### src/rtl/spi_slave_driver_if.sv
// spi_slave_driver_if
//   Bundles the system-side ready/valid signals and the four SPI wires of
//   one SPI mode-0 slave link.
//   slave modport  : the spi_slave_driver end (drives tx_ready, rx_data,
//                    rx_valid, tx_underrun, busy, miso).
//   master modport : the attached logic plus the SPI master (drives tx_data,
//                    tx_load, sclk, cs, mosi).
interface spi_slave_driver_if #(
  parameter int DATA_WIDTH = 8
);
  logic [DATA_WIDTH-1:0] tx_data;
  logic                  tx_load;
  logic                  tx_ready;
  logic [DATA_WIDTH-1:0] rx_data;
  logic                  rx_valid;
  logic                  tx_underrun;
  logic                  busy;
  logic                  sclk;
  logic                  cs;
  logic                  mosi;
  logic                  miso;

  modport slave (
    input  tx_data, tx_load, sclk, cs, mosi,
    output tx_ready, rx_data, rx_valid, tx_underrun, busy, miso
  );

  modport master (
    output tx_data, tx_load, sclk, cs, mosi,
    input  tx_ready, rx_data, rx_valid, tx_underrun, busy, miso
  );
endinterface

### src/rtl/spi_slave_driver.sv
// spi_slave_driver
//   SPI mode-0 slave. SCLK, CS and MOSI are oversampled through synchronizers
//   in the clk domain. A single-entry tx buffer feeds a shift register that
//   drives MISO MSB first; MOSI is assembled into rx_data, flagged by a
//   one-cycle rx_valid pulse. Several words may be sent under one CS.
// Ports:
//   clk  - system clock
//   rst  - asynchronous active-high reset
//   bus  - spi_slave_driver_if.slave: tx_data/tx_load/tx_ready buffer write,
//          rx_data/rx_valid received word, tx_underrun pulse, busy,
//          sclk/cs/mosi/miso SPI pins
module spi_slave_driver #(
  parameter int DATA_WIDTH  = 8,
  parameter int SYNC_STAGES = 2
) (
  input logic               clk,
  input logic               rst,
  spi_slave_driver_if.slave bus
);

  localparam int CNT_W = $clog2(DATA_WIDTH + 1);
  localparam logic [CNT_W-1:0] LAST_BIT = CNT_W'(DATA_WIDTH - 1);

  typedef enum logic [1:0] {IDLE, LOAD, SHIFT} state_t;

  state_t state, next_state;

  logic [SYNC_STAGES-1:0] sclk_pipe, cs_pipe, mosi_pipe;
  logic                   sclk_d, cs_d;
  logic                   sclk_s, cs_s, mosi_s;
  logic                   sclk_rise, sclk_fall, cs_rise, cs_fall;

  logic [DATA_WIDTH-1:0]  tx_buf, tx_shift, rx_shift, rx_data_q;
  logic                   buf_full, word_done, rx_valid_q, underrun_q;
  logic [CNT_W-1:0]       bit_count;
  logic                   consume, active;

  // Input synchronizers plus one extra registered copy of sclk and cs for
  // edge detection. cs resets high so the link comes up deselected.
  always_ff @(posedge clk or posedge rst) begin
    if (rst) begin
      sclk_pipe <= '0;
      cs_pipe   <= '1;
      mosi_pipe <= '0;
      sclk_d    <= 1'b0;
      cs_d      <= 1'b1;
    end else begin
      sclk_pipe <= {sclk_pipe[SYNC_STAGES-2:0], bus.sclk};
      cs_pipe   <= {cs_pipe[SYNC_STAGES-2:0], bus.cs};
      mosi_pipe <= {mosi_pipe[SYNC_STAGES-2:0], bus.mosi};
      sclk_d    <= sclk_pipe[SYNC_STAGES-1];
      cs_d      <= cs_pipe[SYNC_STAGES-1];
    end
  end

  assign sclk_s    = sclk_pipe[SYNC_STAGES-1];
  assign cs_s      = cs_pipe[SYNC_STAGES-1];
  assign mosi_s    = mosi_pipe[SYNC_STAGES-1];
  assign sclk_rise = sclk_s & ~sclk_d;
  assign sclk_fall = ~sclk_s & sclk_d;
  assign cs_rise   = cs_s & ~cs_d;
  assign cs_fall   = ~cs_s & cs_d;

  // State register.
  always_ff @(posedge clk or posedge rst) begin
    if (rst) state <= IDLE;
    else     state <= next_state;
  end

  // Next-state logic. A cs rise seen during LOAD drops straight back to
  // IDLE so a short CS glitch cannot strand the FSM in SHIFT.
  always_comb begin
    next_state = state;
    case (state)
      IDLE:    if (cs_fall) next_state = LOAD;
      LOAD:    next_state = cs_rise ? IDLE : SHIFT;
      SHIFT:   if (cs_rise) next_state = IDLE;
      default: next_state = IDLE;
    endcase
  end

  // SCLK edges only count while shifting and not in the cycle CS releases.
  assign active  = (state == SHIFT) && !cs_rise;
  // The buffer is consumed at the start of a transfer and on the falling
  // edge that closes each completed word (back-to-back reload).
  assign consume = (state == LOAD) || (active && sclk_fall && word_done);

  // Tx buffer and tx shift register. The consume is evaluated against the
  // old buffer state, so a tx_load in the same cycle as an empty-buffer
  // consume still lands in the buffer for the following word.
  always_ff @(posedge clk or posedge rst) begin
    if (rst) begin
      tx_buf     <= '0;
      buf_full   <= 1'b0;
      tx_shift   <= '0;
      underrun_q <= 1'b0;
    end else begin
      underrun_q <= 1'b0;
      if (consume) begin
        if (buf_full) begin
          tx_shift <= tx_buf;
        end else begin
          tx_shift   <= '0;
          underrun_q <= 1'b1;
        end
      end else if (active && sclk_fall) begin
        tx_shift <= {tx_shift[DATA_WIDTH-2:0], 1'b0};
      end
      if (bus.tx_load && !buf_full) begin
        tx_buf   <= bus.tx_data;
        buf_full <= 1'b1;
      end else if (consume) begin
        buf_full <= 1'b0;
      end
    end
  end

  // Receive path and bit counter. Leaving SHIFT (or a mid-word CS release)
  // clears the count and drops the partial word without touching rx_data.
  always_ff @(posedge clk or posedge rst) begin
    if (rst) begin
      rx_shift   <= '0;
      rx_data_q  <= '0;
      rx_valid_q <= 1'b0;
      bit_count  <= '0;
      word_done  <= 1'b0;
    end else begin
      rx_valid_q <= 1'b0;
      if (!active) begin
        bit_count <= '0;
        word_done <= 1'b0;
      end else if (sclk_rise) begin
        rx_shift <= {rx_shift[DATA_WIDTH-2:0], mosi_s};
        if (bit_count == LAST_BIT) begin
          bit_count  <= '0;
          rx_data_q  <= {rx_shift[DATA_WIDTH-2:0], mosi_s};
          rx_valid_q <= 1'b1;
          word_done  <= 1'b1;
        end else begin
          bit_count <= bit_count + CNT_W'(1);
        end
      end else if (sclk_fall && word_done) begin
        word_done <= 1'b0;
      end
    end
  end

  assign bus.miso        = (state == SHIFT) ? tx_shift[DATA_WIDTH-1] : 1'b0;
  assign bus.busy        = ~cs_s;
  assign bus.tx_ready    = ~buf_full;
  assign bus.rx_data     = rx_data_q;
  assign bus.rx_valid    = rx_valid_q;
  assign bus.tx_underrun = underrun_q;

endmodule

### src/flat_wrapper.sv
// flat-port wrapper written by rule: the top's interface ports become plain ports
module spi_slave_driver_flat 
#(
  parameter int DATA_WIDTH  = 8,
  parameter int SYNC_STAGES = 2
)
  (clk, rst, bus_tx_data, bus_tx_load, bus_sclk, bus_cs, bus_mosi, bus_tx_ready, bus_rx_data, bus_rx_valid, bus_tx_underrun, bus_busy, bus_miso);
  spi_slave_driver_if #(.DATA_WIDTH(DATA_WIDTH)) bus_i ();
  input logic clk;
  input logic rst;
  input wire logic [$bits(bus_i.tx_data)-1:0] bus_tx_data;
  input wire logic [$bits(bus_i.tx_load)-1:0] bus_tx_load;
  input wire logic [$bits(bus_i.sclk)-1:0] bus_sclk;
  input wire logic [$bits(bus_i.cs)-1:0] bus_cs;
  input wire logic [$bits(bus_i.mosi)-1:0] bus_mosi;
  output wire logic [$bits(bus_i.tx_ready)-1:0] bus_tx_ready;
  output wire logic [$bits(bus_i.rx_data)-1:0] bus_rx_data;
  output wire logic [$bits(bus_i.rx_valid)-1:0] bus_rx_valid;
  output wire logic [$bits(bus_i.tx_underrun)-1:0] bus_tx_underrun;
  output wire logic [$bits(bus_i.busy)-1:0] bus_busy;
  output wire logic [$bits(bus_i.miso)-1:0] bus_miso;
  assign bus_i.tx_data = bus_tx_data;
  assign bus_i.tx_load = bus_tx_load;
  assign bus_i.sclk = bus_sclk;
  assign bus_i.cs = bus_cs;
  assign bus_i.mosi = bus_mosi;
  assign bus_tx_ready = bus_i.tx_ready;
  assign bus_rx_data = bus_i.rx_data;
  assign bus_rx_valid = bus_i.rx_valid;
  assign bus_tx_underrun = bus_i.tx_underrun;
  assign bus_busy = bus_i.busy;
  assign bus_miso = bus_i.miso;
  spi_slave_driver #(.DATA_WIDTH(DATA_WIDTH), .SYNC_STAGES(SYNC_STAGES)) u_core (.clk(clk), .rst(rst), .bus(bus_i));
endmodule
### config.mk
export PLATFORM = sky130hd
export DESIGN_NAME = spi_slave_driver_flat
export DESIGN_NICKNAME = d
export VERILOG_FILES = /design/src/rtl/spi_slave_driver_if.sv /design/src/rtl/spi_slave_driver.sv /design/src/flat_wrapper.sv
export SDC_FILE = /design/constraint.sdc
export NUM_CORES = 1
export LEC_CHECK = 0
export ABC_AREA = 1
export CAP_MARGIN = 25
export CELL_PAD_IN_SITES_DETAIL_PLACEMENT = 0
export CELL_PAD_IN_SITES_GLOBAL_PLACEMENT = 2
export CORE_UTILIZATION = 37
export CTS_CLUSTER_DIAMETER = 50
export DETAILED_ROUTE_END_ITERATION = 6
export PLACE_DENSITY = 0.83
export SLEW_MARGIN = 20
export SYNTH_ARGS = -nofsm -noshare
export SYNTH_HDL_FRONTEND = slang
export SYNTH_SLANG_ARGS = --single-unit
### constraint.sdc
create_clock -name clk -period 3.6 [get_ports clk]
set_input_delay 0.36 -clock clk [delete_from_list [all_inputs] [get_ports clk]]
set_output_delay 0.36 -clock clk [all_outputs]
set_load 0.01 [all_outputs]
==> flow_summary.json <==
{
  "status": "complete, no violations",
  "slowest_stage": "clkdlybuf4s50_1",
  "wirelength_um": 3719,
  "avgSynthCellArea_sq_um": 9.818,
  "dieArea_sq_um": 5848,
  "place_hpwl_um": 2450,
  "cts_tree": "built",
  "htree_levels": 2,
  "grt_antenna_before_repair": 0,
  "die_y_um": 76.47,
  "drv_cap": 0,
  "rows": 26,
  "cts_buffers": 5,
  "netlist_instances": 209,
  "postCtsSetupBuffers": 0,
  "cts-root-buf": "clkbuf_8",
  "finalHoldViolations": 0,
  "fin_setup_tns_ns": 0,
  "ir_worst_vdd_v": 0.0002610,
  "ctsHoldBuffers": 0,
  "grt_max_degree": 50,
  "nFillCells": 513,
  "post-route-period-util_pct": 51.67,
  "seqCellArea_sq_um": 1230,
  "path_class": "reg -> out",
  "antenna_cells": 0,
  "vias_per_cell": 4.531,
  "cts_resized": 0,
  "yosysSeqAreaShare_pct": 59.94,
  "synthArstFlopShare_pct": 100.0,
  "syn_to_final_growth_pct": 20.98,
  "clk_pin_slew_ns": 0.08,
  "min_path_type": "reg -> reg",
  "final_max_slew_viol_count": 0,
  "grt_first_pass_wirelength_um": 6644,
  "pin_count": 27,
  "fp.coreArea_sq_um": 5238,
  "max_freq_ghz": 0.5376,
  "critPathLaunchType": "flip-flop",
  "first_pass_iters": 4,
  "power.leakage_nw": 1.266,
  "post_dp_cell_area_sq_um": 2391,
  "post-route-util_pct": 47.40,
  "relSlewSlack_pct": 45.10,
  "synth_edf_count": 0,
  "rsz0062_at_grt": "false",
  "crit_required_ns": 3.24,
  "fp.dieW_um": 76.47,
  "finalInstanceArea_sq_um": 2482,
  "detailroute.via_count": 1409,
  "drive_gt1_share_pct": 12.45,
  "multi_input_area_sq_um": 734.5,
  "portBuffers": 26,
  "place.gp.congestion": 0.7107,
  "cp_num_buf_inv": 2,
  "track_usage_pct": 14.59,
  "clockBufferDepth": 2,
  "syn-num-nets": 224,
  "yosysWarningCount": 0,
  "crit_path_cell_trace": "clkinv_1, nand2_2, nor2_1, clkdlybuf4s50_1",
  "min_period_ns": 1.860,
  "clock_skew_ns": 0.006272,
  "netlist_area_sq_um": 2052,
  "ys.flop_type": "dfrtp_1",
  "avgRoutedWirePerCell_um": 11.96,
  "grt-ovfl-total": 0,
  "cp_max_fo": 4,
  "drtIter0Drc": 106,
  "start_util_pct": 39.18,
  "route.detailed.drc": 0,
  "worstMarginPinSlew_ns": 0.8225,
  "ys_ff_latch": 49,
  "arrival_ns": 1.50,
  "clk-insertion-delay-late_ns": 0.30,
  "grt_pass1_vias": 1375,
  "slowest_delay_ns": 0.53,
  "setup.worst_path.end_class": "output port",
  "drtAntennaViolNets": 0,
  "cp_top_family": "buffers and inverters",
  "fin_nets": 255,
  "yosysUniqueCellTypes": 25,
  "clock-sinks": 49,
  "setup_violations": 0,
  "pwr_density_cell_nw_per_um2": 544.6
}
==> routing by layer <==
layer	share of wire, %	wire length (um)	vias to the layer above	track usage [%]
li1	-	-	723	-
met1	53	1970	648	21.63
met2	41	1520	32	19.46
met3	4.2	157	6	3.952
met4	1.9	70	0	6.923
met5	0	0	-	0
==> flip-flops by register name, indices dropped and copies added, names as in the netlist <==
name	count
u_core.bit_count	4
u_core.buf_full	1
u_core.bus.rx_data	8
u_core.bus.rx_valid	1
u_core.bus.tx_underrun	1
u_core.cs_d	1
u_core.cs_pipe	2
u_core.mosi_pipe	2
u_core.rx_shift	7
u_core.sclk_d	1
u_core.sclk_pipe	2
u_core.state	2
u_core.tx_buf	8
u_core.tx_shift	8
u_core.word_done	1
==> cells by family (layout without fill, tap and decap cells) <==
logic type	after synthesis	count (layout)	share of synthesized area (%)
AND/OR/NAND/NOR	115	115	27.26
AO/OA/AOI/OAI	12	12	3.110
buffers and inverters	23	55	4.268
adder cells (fa/ha/maj)	1	1	0.6097
multiplexers	8	8	4.390
flip-flops	49	49	59.94
XOR/XNOR	1	1	0.4269
==> through the flow <==
step	worst slack (ns)	instances	power, mW	hold WS, ns
after floorplan	2.072	209	0.9502	0.3312
after global placement	1.957	303	1.033	0.3322
after detailed placement	1.953	303	1.037	0.3358
after CTS	1.721	311	1.371	0.3566
after global routing	1.644	311	1.457	0.3671
final	1.740	311	1.352	0.3541
==> power by group <==
part	internal (mW)	switching (mW)	total (mW)
Sequential	0.666	0.0742	0.740
Clock	0.157	0.169	0.326
Combinational	0.140	0.146	0.286
==> area by class of cell <==
type	count	share of cell area, %
clock buffer	8	3.629
inverter	21	3.226
multi-input combinational	137	29.59
sequential	49	49.55
tap	70	3.528
timing repair buffer	26	10.48
==> path summary, 6_finish.rpt <==
kind | start | endpoint | slack, ns | cells past startpoint
worst min-delay path | u_core.sclk_pipe[0]$_DFF_PP0_ | u_core.sclk_pipe[1]$_DFF_PP0_ | 0.35 | 0
worst max-delay path | u_core.state[0]$_DFFE_PP0P_ | bus_miso | 1.74 | 4
min in group asynchronous | rst | u_core.mosi_pipe[0]$_DFF_PP0_ | 0.52 | 2
max in group asynchronous | rst | u_core.bit_count[2]$_DFFE_PP0P_ | 2.60 | 2
worst max register to register | u_core.state[1]$_DFFE_PP0P_ | u_core.tx_shift[3]$_DFFE_PP0P_ | 2.15 | 6
worst min register to register | u_core.sclk_pipe[0]$_DFF_PP0_ | u_core.sclk_pipe[1]$_DFF_PP0_ | 0.35 | 0
==> synth_stat cells (2+ instances only) <==
master    instances  area, sq um
nand2_1          77        289.0
dfrtp_1          46         1151
inv_1            18        67.56
nand3_1          15        75.07
o21ai_0           9        45.04
mux2_2            8        90.09
nand3b_1          7        52.55
dfstp_2           3        78.83
nand2_2           3        18.77
nor2_1            3        11.26
a21oi_1           2        10.01
clkinv_1          2        7.510
nand2_4           2        22.52
nor2_4            2        22.52
nor2_8            2        40.04
==> placed cells by master, fill, tap and decap left out <==
master,count
clkbuf_8,6
inv_1,17
a21oi_2,1
ha_1,1
o21ai_0,9
dfstp_2,3
nand4_1,1
clkinv_1,2
nor4_1,1
a21oi_1,2
nor2_8,2
inv_2,1
nand2_2,3
nand3_1,15
mux2_2,8
xor2_1,1
clkdlybuf4s50_1,26
nand3_2,1
nand2_1,77
nand3b_1,7
nor2_4,2
clkbuf_1,2
nand2_4,2
nor2_1,3
nor3_1,1
clkinv_2,1
dfrtp_1,46
Power figures use the tool's default switching activity.
